File: config.mk
export PLATFORM = sky130hd
export DESIGN_NAME = data_mem_arbiter
export DESIGN_NICKNAME = d
export VERILOG_FILES = /design/src/rtl/mem_pkg.sv /design/src/rtl/data_mem_arbiter_rr_arb2.sv /design/src/rtl/data_mem_arbiter.sv
export SDC_FILE = /design/constraint.sdc
export NUM_CORES = 1
export LEC_CHECK = 0
export ABC_AREA = 1
export ABC_CLOCK_PERIOD_IN_PS = 3200
export CORE_AREA = 2 2 136 138
export CTS_BUF_LIST = sky130_fd_sc_hd__clkbuf_4
export DETAILED_ROUTE_END_ITERATION = 10
export DIE_AREA = 0 0 138 140
export PLACE_DENSITY = 0.64
export SLEW_MARGIN = 20
export SYNTH_ARGS = -nofsm -noshare
export SYNTH_HDL_FRONTEND = slang
export SYNTH_SLANG_ARGS = --single-unit
File: constraint.sdc
create_clock -name clk -period 3.2 [get_ports clk]
set_input_delay 0.96 -clock clk [delete_from_list [all_inputs] [get_ports clk]]
set_output_delay 0.96 -clock clk [all_outputs]
set_load 0.02 [all_outputs]
File: src/rtl/mem_pkg.sv
// Shared types and defaults for the data-side memory arbiter.
package mem_pkg;

  localparam int unsigned ADDR_WIDTH = 32;
  localparam int unsigned DATA_WIDTH = 32;
  localparam int unsigned BE_WIDTH   = DATA_WIDTH / 8;
  localparam int unsigned MEM_SIZE   = 262144;

  typedef struct packed {
    logic                  we;
    logic [ADDR_WIDTH-1:0] addr;
    logic [DATA_WIDTH-1:0] wdata;
    logic [BE_WIDTH-1:0]   be;
  } mem_req_t;

  typedef struct packed {
    logic                  rvalid;
    logic [DATA_WIDTH-1:0] rdata;
    logic                  err;
  } mem_rsp_t;

  // Builds the response for one port; rdata is zero for stores and errors.
  function automatic mem_rsp_t make_rsp(input logic                  hit,
                                        input logic                  we,
                                        input logic                  in_range,
                                        input logic [DATA_WIDTH-1:0] rd_data);
    mem_rsp_t rsp;
    rsp        = '0;
    rsp.rvalid = hit;
    rsp.err    = hit & ~in_range;
    rsp.rdata  = (hit && !we && in_range) ? rd_data : '0;
    return rsp;
  endfunction

endpackage

File: src/rtl/data_mem_arbiter_rr_arb2.sv
// Two-way round-robin picker with an m1 burst lock; purely combinational.
// DATA_MEM_ARB_FIXED_PRIO_EN selects fixed priority (m0 always wins).
module rr_arb2 (
  input  logic [1:0] req,
  input  logic       lock,
  input  logic       last_grant,
  output logic [1:0] grant
);

`ifdef DATA_MEM_ARB_FIXED_PRIO_EN
  logic unused_rr;
  assign unused_rr = lock ^ last_grant;

  always_comb begin
    grant = 2'b00;
    if (req[0])      grant = 2'b01;
    else if (req[1]) grant = 2'b10;
  end
`else
  // Lock only holds once m1 already owns the port.
  always_comb begin
    grant = 2'b00;
    if (lock && last_grant && req[1]) grant = 2'b10;
    else if (req == 2'b11)            grant = last_grant ? 2'b01 : 2'b10;
    else                              grant = req;
  end
`endif

endmodule

File: src/rtl/data_mem_arbiter.sv
// Shares memory read port 2 and the write port between the LSU (m0) and loader/debug (m1).
// Build option DATA_MEM_ARB_FIXED_PRIO_EN: fixed priority instead of round-robin with lock.
module data_mem_arbiter
  import mem_pkg::mem_req_t;
  import mem_pkg::mem_rsp_t;
  import mem_pkg::make_rsp;
#(
  parameter  int unsigned ADDR_WIDTH = mem_pkg::ADDR_WIDTH,
  parameter  int unsigned DATA_WIDTH = mem_pkg::DATA_WIDTH,
  parameter  int unsigned MEM_SIZE   = mem_pkg::MEM_SIZE,
  localparam int unsigned BE_WIDTH   = DATA_WIDTH / 8
) (
  input  logic                  clk,
  input  logic                  rst_n,

  input  logic                  m0_valid,
  output logic                  m0_ready,
  input  logic                  m0_we,
  input  logic [ADDR_WIDTH-1:0] m0_addr,
  input  logic [DATA_WIDTH-1:0] m0_wdata,
  input  logic [BE_WIDTH-1:0]   m0_be,
  output logic                  m0_rvalid,
  output logic [DATA_WIDTH-1:0] m0_rdata,
  output logic                  m0_err,

  input  logic                  m1_valid,
  output logic                  m1_ready,
  input  logic                  m1_we,
  input  logic [ADDR_WIDTH-1:0] m1_addr,
  input  logic [DATA_WIDTH-1:0] m1_wdata,
  input  logic [BE_WIDTH-1:0]   m1_be,
  output logic                  m1_rvalid,
  output logic [DATA_WIDTH-1:0] m1_rdata,
  output logic                  m1_err,
  input  logic                  m1_lock,

  output logic [ADDR_WIDTH-1:0] mem_addr2,
  input  logic [DATA_WIDTH-1:0] mem_rd_data2,
  output logic                  mem_wr_en,
  output logic [ADDR_WIDTH-1:0] mem_wr_addr,
  output logic [DATA_WIDTH-1:0] mem_wr_data,
  output logic [BE_WIDTH-1:0]   mem_byte_en
);

  logic [1:0] req;
  logic [1:0] grant;
  logic       granted;
  logic       in_range;
  logic       last_grant;
  mem_req_t   win;
  mem_rsp_t   rsp0_q;
  mem_rsp_t   rsp1_q;

  assign req = {m1_valid, m0_valid};

  rr_arb2 u_arb (
    .req        (req),
    .lock       (m1_lock),
    .last_grant (last_grant),
    .grant      (grant)
  );

  // Winner payload mux; idle drives zeros.
  always_comb begin
    win = '0;
    if (grant[1])      win = '{we: m1_we, addr: m1_addr, wdata: m1_wdata, be: m1_be};
    else if (grant[0]) win = '{we: m0_we, addr: m0_addr, wdata: m0_wdata, be: m0_be};
  end

  assign granted  = |grant;
  // Extra bit keeps MEM_SIZE-4 comparison from wrapping at the top of the address space.
  assign in_range = {1'b0, win.addr} <= (ADDR_WIDTH+1)'(MEM_SIZE - 4);

  assign m0_ready    = grant[0] & rst_n;
  assign m1_ready    = grant[1] & rst_n;
  assign mem_addr2   = win.addr;
  assign mem_wr_addr = win.addr;
  assign mem_wr_data = win.wdata;
  assign mem_byte_en = win.be;
  assign mem_wr_en   = granted & win.we & in_range & rst_n;

  always_ff @(posedge clk) begin
    if (!rst_n) begin
      last_grant <= 1'b1;
      rsp0_q     <= '0;
      rsp1_q     <= '0;
    end else begin
      if (granted) last_grant <= grant[1];
      rsp0_q <= make_rsp(grant[0], win.we, in_range, mem_rd_data2);
      rsp1_q <= make_rsp(grant[1], win.we, in_range, mem_rd_data2);
    end
  end

  assign m0_rvalid = rsp0_q.rvalid;
  assign m0_rdata  = rsp0_q.rdata;
  assign m0_err    = rsp0_q.err;
  assign m1_rvalid = rsp1_q.rvalid;
  assign m1_rdata  = rsp1_q.rdata;
  assign m1_err    = rsp1_q.err;

  // A pending request must stay valid until it is granted.
  a_m0_hold: assert property (@(posedge clk) disable iff (!rst_n)
                              (rst_n && m0_valid && !m0_ready) |=> m0_valid);
  a_m1_hold: assert property (@(posedge clk) disable iff (!rst_n)
                              (rst_n && m1_valid && !m1_ready) |=> m1_valid);

endmodule
==> flow_metrics.tcl <==
set metrics [dict create \
    die_w_um 138 \
    grt_use_total 0.147 \
    yosysUniqueCellTypes 24 \
    multi_input_area_mm2 0.00159 \
    antennaDiodeCount 0 \
    synth_top_area_cell "dfxtp_1" \
    area_growth_pct 120 \
    seq_area_mm2 0.00138 \
    drc_errors 0 \
    fill_cells 1801 \
    wl_per_cell_um 14.8 \
    min_period_ns 3.35 \
    synth_seq_cells 69 \
    grt_max_degree 37 \
    hold_path_depth 2 \
    clock.fmax_ghz 0.298 \
    clk_latency_ns 0.40 \
    cts_root_buffer "clkbuf_4" \
    fin_crit_sh 1.05 \
    tightest_slew_ns 0.395 \
    slew_violations 0 \
    grt_antenna_before_repair 1 \
    hold_path.class "flop to flop" \
    async_reset_ff_frac 0 \
    seqPwrFrac 0.380 \
    place_congestion 0.829 \
    final_hold_viol_count 0 \
    cts_buffer_depth 2 \
    holdPathEnd "last_grant" \
    die_h_um 140 \
    drtAntennaViolNets 0 \
    cp.required_ns 2.24 \
    netlist_instances 447 \
    vias 4335 \
    initial_core_util 0.195 \
    via_per_inst 4.12 \
    syn-mean-instance-area_um2 7.76 \
    arrival_ns 2.39 \
    cts_made_buffers 9 \
    hp-start "last_grant" \
    power_frac_comb 0.424 \
    core_area_mm2 0.0178 \
    grt_pass1_vias 4211 \
    ir_worst_vdd_uv 167 \
    yosysMostFrequentCell "nand2_1" \
    synth_top_area_share 0.398 \
    p_per_area_mw_per_mm2 298 \
    total_power_w 0.00228 \
    switching_share 0.328 \
    r2r_slack_ns 0.90 \
    htreeDepth 3 \
    place_ws_ns -1.02 \
    dr.pass1.iters 6 \
    tritoncts "yes" \
    ys_seq_area_frac 0.398 \
    end_kind "output port" \
    fin_tns_setup_ns -0.151 \
    ys_warn_count 0 \
    dieArea_mm2 0.0193 \
    setup_violations 1 \
    regToRegStartpoint "last_grant" \
    critPathLaunchType "primary input" \
    internal_power_w 0.00153 \
    cts_hold_repair.buffers 0 \
    violations "negative setup slack" \
    netlist_area_mm2 0.00347 \
    rows 49 \
    rsz0062_at_grt "true" \
    slew_headroom 0.737 \
    netlist_top_cells_area "dfxtp_1 40%, a32o_1 10%, nand2_1 9.8%, buf_4 7.6%, nor2_2 5.8%" \
    path_max_fanout 6 \
    clockPowerShare 0.197 \
    cts_sinks 69 \
    power.switching_w 0.000746 \
    port-buffer-count 345 \
    setup_ws_ns -0.151 \
    overflow 0 \
    syn_nets 622 \
    routed_wl_mm 15.6 \
    crit_type "primary input to output port" \
    p_leak_nw 3.48 \
    r2r.worst_path.cells 16 \
    synth-edff-count 0 \
    grt_pass1_wl_mm 22.7 \
    synth_common_cells "91 x nand2_1, 69 x dfxtp_1, 53 x inv_1, 53 x nor2_1, 36 x a32o_1" \
    dp_hpwl_mm 12.0 \
    drive_gt1_frac 0.300 \
    finClkSkew_ns 0.0170 \
    maxCapViolations 0 \
    drt_iter0_drc 122 \
    top_level_ports 346 \
    outcome "finished, violations left" \
    fin_nets 995 \
    r2r-end "m1_rdata[8]" \
    synthFlopType "dfxtp_1" \
    path_clk_slew_ns 0.11 \
]
==> critical path, cell delays in order <==
cell	delay [ns]
buf_4	0.09
inv_1	0.05
nand2_2	0.08
nand2_4	0.06
buf_12	0.13
buf_6	0.13
nand2_1	0.08
nand2_2	0.06
inv_2	0.04
nand2_1	0.06
nor2_2	0.12
nand2_2	0.08
nor2_4	0.14
nand2_2	0.08
nor2_4	0.09
buf_6	0.12
==> worst max path at each step <==
stage	start	endpoint	slack (ns)	depth (start not counted)
floorplan	m1_valid	mem_wr_data[10]	-0.04	5
global placement	m1_lock	mem_wr_en	-0.96	15
detailed placement	m0_valid	mem_wr_en	-1.02	13
CTS	m1_lock	mem_wr_en	-0.20	14
global route	m1_valid	mem_wr_en	-0.26	16
finish	m1_valid	mem_wr_en	-0.15	16
==> layout by cell type, fill, tap and decap left out, types with 3 or more instances in the layout <==
cell type,instances
clkdlybuf4s50_1,239
buf_4,77
dfxtp_1,69
nand2_1,63
inv_1,51
nor2_1,43
nor2_2,41
a32o_1,34
dlygate4sd2_1,34
buf_2,31
nand2_2,27
nand3_1,19
buf_6,15
nand3b_1,12
clkbuf_4,10
buf_12,8
clkdlybuf4s15_1,6
nand3_2,5
inv_2,4
clkbuf_16,4
clkdlybuf4s15_2,4
nand3_4,3
nand2_4,3
buf_16,3
==> layout make-up <==
type	instances	area share
Timing Repair Buffer	424	0.532
Multi-Input combinational cell	261	0.208
Sequential cell	69	0.181
Tap cell	229	0.0375
Inverter	55	0.0270
Clock buffer	10	0.00983
Clock inverter	5	0.00377
==> per-layer routing <==
layer / vias up / GRT usage / wire (um)
met1: 1940 / 0.173 / 6350
met2: 231 / 0.259 / 7810
li1: 2140 / - / -
met4: 2 / 0.0521 / 319
met5: - / 0 / 13
met3: 22 / 0.0373 / 1110
==> cells by family (layout without fill, tap and decap cells) <==
| family | Yosys count | in the layout | synth area share |
|---|---|---|---|
| compound gates | 39 | 39 | 0.110 |
| buf+inv | 117 | 494 | 0.186 |
| flops | 69 | 69 | 0.398 |
| simple gates | 222 | 222 | 0.307 |
==> flip-flops by register name, indices dropped and copies added (netlist names) <==
register / cells
m1_rdata: 32
last_grant: 1
m0_rvalid: 1
m1_rvalid: 1
m0_err: 1
m1_err: 1
m0_rdata: 32
==> power groups by stage <==
| stage | sequential, W | clock (W) | combinational [W] |
|---|---|---|---|
| global placement | 0.000885 | 0 | 0.000947 |
| floorplan | 0.000888 | 0 | 0.000422 |
| global route | 0.000865 | 0.000499 | 0.00102 |
| detailed placement | 0.000884 | 0 | 0.000948 |
| finish | 0.000865 | 0.000447 | 0.000964 |
| CTS | 0.000865 | 0.000471 | 0.000903 |
==> metrics by stage <==
step	hold slack (ns)	std cells	util	instance area (um2)
global placement	0.542	1017	0.411	7300
floorplan	0.494	447	-	3490
global route	0.597	1053	0.429	7630
finish	0.571	1053	0.429	7630
CTS	0.564	1039	0.413	7340
detailed placement	0.535	1017	0.411	7300
==> repair_timing <==
| action | 4_1_cts | 5_1_grt |
|---|---|---|
| setup endpoints to repair | 103 | 79 |
| setup buffers | 5 | 11 |
| pin swaps | 13 | 23 |
| resized for setup | 324 | 69 |
| cloned | 2 | 5 |
| endpoints found under the hold margin | 0 | 0 |
Power figures use the tool's default switching activity.
